===== config.mk =====
export PLATFORM = sky130hd
export DESIGN_NAME = intr_ctrl
export DESIGN_NICKNAME = d
export VERILOG_FILES = /design/src/rtl/intr_ctrl.sv
export SDC_FILE = /design/constraint.sdc
export NUM_CORES = 1
export LEC_CHECK = 0
export CORE_AREA = 3 3 98 100
export CTS_BUF_LIST = sky130_fd_sc_hd__clkbuf_16
export DETAILED_ROUTE_END_ITERATION = 8
export DIE_AREA = 0 0 101 103
export PLACE_DENSITY = 0.88
export SLEW_MARGIN = 20
export SYNTH_ARGS = -nofsm -noshare
export SYNTH_HDL_FRONTEND = slang
export SYNTH_SLANG_ARGS = --single-unit

===== constraint.sdc =====
create_clock -name CLK -period 4.09 [get_ports CLK]
set_clock_uncertainty 0.1 [all_clocks]
set_input_delay 1.0225 -clock CLK [delete_from_list [all_inputs] [get_ports CLK]]
set_output_delay 1.0225 -clock CLK [all_outputs]
set_load 0.01 [all_outputs]

===== src/rtl/intr_ctrl.sv =====
// Interrupt controller: system registers plus the IDLE/PEND/FIRE/DRAIN sequencer that
// raises a one-cycle TAKE redirect and saves the context needed by RETI.
module intr_ctrl #(
  parameter int DBITS = 16,
  parameter int DRAIN = 3
) (
  input  logic             CLK,
  input  logic             INIT,
  input  logic [2:0]       IRQ,
  input  logic [DBITS-1:0] MPC,
  input  logic             SAFE,
  input  logic             RETI,
  input  logic             WSR,
  input  logic [2:0]       SREGNO,
  input  logic [DBITS-1:0] WDATA,
  output logic [DBITS-1:0] SREG_OUT,
  output logic             TAKE,
  output logic [DBITS-1:0] TARGET,
  output logic [DBITS-1:0] RETPC,
  output logic             IE,
  output logic             CM
);

  localparam int CW = (DRAIN > 1) ? $clog2(DRAIN) : 1;
  localparam logic [DBITS-1:0] RSVD_VAL = DBITS'(16'hFAFA);

  typedef enum logic [1:0] {S_IDLE, S_PEND, S_FIRE, S_DRAIN} state_t;

  state_t          state, state_nxt;
  logic [CW-1:0]   cnt, cnt_nxt;
  logic            capture;
  logic [1:0]      src_idx;
  logic            oie, om;
  logic [DBITS-1:0] sih, sra, sii, sr0, sr1;

  // Sequencer: detection, SAFE-gated firing, then a fixed quiet window.
  always_comb begin
    state_nxt = state;
    cnt_nxt   = cnt;
    capture   = 1'b0;
    case (state)
      S_IDLE:  if (IE && (IRQ != 3'b000) && !RETI) state_nxt = S_PEND;
      S_PEND: begin
        if (!IE || (IRQ == 3'b000)) begin
          state_nxt = S_IDLE;
        end else if (SAFE) begin
          state_nxt = S_FIRE;
          capture   = 1'b1;
        end
      end
      S_FIRE: begin
        state_nxt = S_DRAIN;
        cnt_nxt   = CW'(DRAIN - 1);
      end
      S_DRAIN: begin
        if (cnt == '0) state_nxt = S_IDLE;
        else           cnt_nxt   = cnt - CW'(1);
      end
      default: state_nxt = S_IDLE;
    endcase
  end

  always_ff @(posedge CLK or posedge INIT) begin
    if (INIT) begin
      state <= S_IDLE;
      cnt   <= '0;
    end else begin
      state <= state_nxt;
      cnt   <= cnt_nxt;
    end
  end

  assign TAKE = (state == S_FIRE);

  // Timer has highest priority, switches lowest.
  always_comb begin
    if (IRQ[0])      src_idx = 2'd0;
    else if (IRQ[1]) src_idx = 2'd1;
    else             src_idx = 2'd2;
  end

  // Later assignments win: RETI restore, then WSR, then the interrupt capture.
  always_ff @(posedge CLK or posedge INIT) begin
    if (INIT) begin
      IE  <= 1'b0;
      oie <= 1'b0;
      CM  <= 1'b1;
      om  <= 1'b0;
      sih <= '0;
      sra <= '0;
      sii <= '0;
      sr0 <= '0;
      sr1 <= '0;
    end else begin
      if (RETI) begin
        IE <= oie;
        CM <= om;
      end
      if (WSR) begin
        case (SREGNO)
          3'd0: {om, CM, oie, IE} <= WDATA[3:0];
          3'd1: sih <= WDATA;
          3'd2: sra <= WDATA;
          3'd3: sii <= WDATA;
          3'd6: sr0 <= WDATA;
          3'd7: sr1 <= WDATA;
          default: ;
        endcase
      end
      if (capture) begin
        sra <= MPC;
        sii <= DBITS'(src_idx);
        oie <= IE;
        IE  <= 1'b0;
        om  <= CM;
        CM  <= 1'b1;
      end
    end
  end

  always_comb begin
    SREG_OUT = RSVD_VAL;
    case (SREGNO)
      3'd0: SREG_OUT = {{(DBITS-4){1'b0}}, om, CM, oie, IE};
      3'd1: SREG_OUT = sih;
      3'd2: SREG_OUT = sra;
      3'd3: SREG_OUT = sii;
      3'd6: SREG_OUT = sr0;
      3'd7: SREG_OUT = sr1;
      default: SREG_OUT = RSVD_VAL;
    endcase
  end

  assign TARGET = sih;
  assign RETPC  = sra;

endmodule


After elaboration in Yosys (flattened, before gate mapping)
Index checks and enable logic that the tools add are counted.
{"block": "op_classes", "addsub": 1, "n_eq_ne": 12, "reduce_logical": 23, "mux": 33}
{"cell": "two-way mux 16 bit", "count": 6}
{"cell": "one-hot mux 16 bit (6 select lines)", "count": 1}
{"cell": "two-way mux 1 bit", "count": 17}
{"cell": "two-way mux 2 bit", "count": 7}
{"cell": "AND reduction 2 bit", "count": 7}
{"cell": "nonzero test 2 bit", "count": 5}
{"cell": "one-hot mux 2 bit (4 select lines)", "count": 1}
{"cell": "equality test 3 x 2 -> 1 bit, second input constant", "count": 2}
{"cell": "equality test 3 bit, second input constant", "count": 2}
{"cell": "zero test 3 bit", "count": 2}
{"cell": "!= test 2 bit, second input constant", "count": 3}
{"cell": "equality test 2 bit, second input constant", "count": 2}
{"cell": "zero test 2 bit", "count": 2}
{"cell": "one-hot mux 2 bit (2 select lines)", "count": 1}
{"cell": "equality test 3 x 1 -> 1 bit, second input constant", "count": 1}
{"cell": "!= test 3 bit, second input constant", "count": 1}
{"cell": "AND reduction 3 bit", "count": 1}
{"cell": "nonzero test 3 bit", "count": 1}
{"cell": "equality test 2 x 1 -> 1 bit, second input constant", "count": 1}
{"cell": "logical AND 1 bit", "count": 2}
{"cell": "zero test 1 bit", "count": 2}
{"cell": "subtractor 2 x 1 -> 2 bit, second input constant", "count": 1}
{"cell": "logical OR 1 bit", "count": 1}
{"block": "word_totals", "word_cells": 80, "regBits": 88}

Depth between registers and ports, before layout
{"block": "logic_depth", "ltp_word": 6, "ltp_mapped": 6, "mapped_depth_nobuf": 5}

Worst setup path before layout
No wires, ideal clock.
{"block": "synth_timing", "path_kind": "input to output", "startpoint": "in SREGNO[2]", "endpoint": "out SREG_OUT[11]", "arrival_ns": 2.053, "path_stages": 5, "setup_slack_ns": 0.914, "cell_sequence": "buf_4 buf_2 mux4_2 nand2_1 o21ai_0"}
{"block": "synth_via", "elab_chain_len": 2, "elab_cells_between_ends": 7}
{"item": "start: declaration", "line": "14", "text": "input logic [2:0] SREGNO,"}
{"item": "equality test 3 bit, or another cell as far along", "line": "123", "text": "case (SREGNO)"}
{"item": "one-hot mux 16 bit (6 select lines) (*)", "line": "123"}
{"item": "end: declaration", "line": "16", "text": "output logic [DBITS-1:0] SREG_OUT,"}
Mark *: on every way between the ends. The rest lies on a longest branch, timed or not.

Final worst setup path
{"block": "layout_timing", "startpoint": "in SREGNO[2]", "endpoint": "out SREG_OUT[9]"}
Same word-level chain as after synthesis.

==> metrics.txt <==
Area growth, synth to finish 29.7%; H-tree depth 3; slowest cell on the critical path clkdlybuf4s50_1; first-pass GRT wire length 18200 um; total grt overflow 0; Crit Reg-Reg Startpoint IE; layout cells sized above 1 29.2%; CORE AREA 0.00876 mm2; Crit. Startpoint SREGNO[2]; root buf cell clkbuf_16; RSZ-0062 raised after global routing no; Rows 34; Crit path arrival time 2880 ps; Peak supply drop 0.291 mV; # DRC 0; CTS Sinks 88; Final Power 3440 uW; fill count ~650; final instance area 0.00590 mm2; vias in the first global route 3559; final core occ 67.3%; crit share post-route about 98%; antenna viol nets, final 0; crit-path cells clkdlybuf4s50_1 > buf_12 > nor2b_1 > buf_4 > o2bb2ai_1 > a221o_1 > clkdlybuf4s50_1; met1 Use GR 28.4%; hold crit path type register to register; Seq/Total Area, Yosys roughly 48%; mapped cell area about 0.0045 mm2; cell area power density 583 mW/mm2; Starting Density 51.9%; Hold Violations, Final 0; Synth area leaders dfrtp_1, mux2_2, mux2i_1, nand2_1, mux2_4; Placed Area 0.00559 mm2; top-area cell type share of the netlist area approximately 48%; GPL Wtd Cong 0.773; met3 Use GR 3.65%; initial antenna violation count 0; DRT Pass-1 Iters 4; yosys warns 0; number of synthesized flops with an enable pin 0; Vias/cell approximately 5.8; io pins 94; leak pwr ~0.0025 uW; Synth Register Bits 88; most repeated library cell on the critical path clkdlybuf4s50_1; Post-CTS Resized 0; status finished clean; library cells used by synthesis 43; Synth Instances 362; Max Fclk between 200 and 250 MHz; Crit path required time just under 3000 ps; WS Path Type primary input to output pin; # Post-CTS Setup Buffers 0; CP max FO 14; grt met2 use 40.1%; CTS clk-pin slew, worst paths roughly 60 ps; DIE WIDTH 101 um; Iter 0 DRT Violations ~110; Top Family by Delay on Critical Path buffers and inverters; GR Util All Layers 22.5%; startpoint types primary input; CTS Buffer Depth 2; Top Usage Layer GRT met2; setup_tns 0 ps; Main synth FF type dfrtp_1; Final min period roughly 4000 ps; Worst Path Buf+Inv 4; Slew @ Worst Pin 933 ps; Worst-Skew Late Latency between 300 and 400 ps; height of the die between 100 and 150 um; Crit. End Element output pin; Net Count, Synth 406; post-DP HPWL 7550 um; fin nets 498; Mean Syn Cell Area roughly 13 um2; die area around 0.010 mm2; # port buffers 93; post-synthesis async set-or-reset flop share 100%; Rel. slew slack 37.8%; Max Cap Violations 0; WL final 11200 um; CTS Hold Buffers Added 0; largest net degree at the start of global routing 49; commonest non-fill, non-tap cell in the layout clkdlybuf4s50_1; cell taking the most area after synthesis dfrtp_1; max-slew violation count 0; Final Setup Violations 0; ANT cells 0; DR WL/cell about 20 um; CTS Buf Count 9; CTS tree yes; most frequent cells in the layout clkdlybuf4s50_1, dfrtp_1, mux2_2; via count 3267; max incr delay on CP 530 ps; hold path start sr0[10]
## layer usage
metal | share of wire [%] | wire length [um] | up-vias
li1 | - | - | 1487
met1 | 41 | 4590 | 1675
met2 | 53 | 5920 | 95
met3 | 4.9 | 551 | 10
met4 | 0.94 | 105 | 0
met5 | 0 | 0 | -
## final timing paths
check | endpoint | slack, ps | cells past startpoint
hold / removal | sr0[10] | 400 | 1
min in group asynchronous | RETPC[13] | 1040 | 2
setup / recovery | SREG_OUT[9] | 80 | 7
setup reg to reg | RETPC[7] | 1960 | 3
hold reg to reg | sr0[10] | 400 | 1
max in group asynchronous | CM | 2110 | 3
## metrics by stage
stage | worst slack (ps) | hold slack, ps | cells
global route | 1.14 | 409 | 567
finish | 84.3 | 404 | 567
floorplan | 691 | 372 | 362
detailed placement | 105 | 391 | 551
CTS | 96.9 | 405 | 567
global placement | 116 | 382 | 551
## where the power goes
part | leakage, uW | internal (uW) | total [uW] | switching, uW
registers | 0.00106 | 1160 | 1380 | 219
logic | 0.00130 | 754 | 1200 | 447
clock network | 0.000152 | 529 | 858 | 328
## cell type report
class / count / area, um2 / share of cell area, %
flip-flops and latches: 88 / 2200 / 37.3
multi-input cells: 242 / 2160 / 36.6
repair buffers: 108 / 1070 / 18.2
clock buffers: 9 / 225 / 3.82
well taps: 108 / 135 / 2.29
clock inverters: 7 / 87.6 / 1.48
inverters: 5 / 20.0 / 0.339
## cells in the mapped netlist, types with 2 or more instances
master,count
and4b_1,2
a221o_1,6
a21boi_0,6
mux2i_1,18
buf_2,10
o21ai_0,4
buf_6,4
o31a_1,2
o2bb2ai_1,6
nor2b_1,4
mux2_4,10
a22oi_1,2
mux2_2,80
mux4_2,5
dfrtp_1,87
a21oi_1,20
clkbuf_1,3
buf_4,6
nor2_1,9
nand2b_1,5
a221oi_1,2
nand2_1,43
inv_1,5
buf_1,3
o22ai_1,2
## sequential cells by signal, indices dropped and copies added, names as in the netlist, 2 cells and up, named ones only
name,cells
cnt,2
sr1,16
sr0,16
TARGET,16
sii,16
RETPC,16
## cell families (layout without fill, tap and decap cells)
logic type                 count (synthesis)  in the layout  synth area share [%]
DFF                                       88             88                  48.5
and+or+nand+nor                           73             73                  8.94
muxes                                    114            114                  29.8
buffers and inverters                     32            129                  4.32
adders and majority gates                  1              1                 0.275
AOI/OAI and AO/OA                         54             54                  8.20
Note: power is estimated with default switching activity, not from simulation.
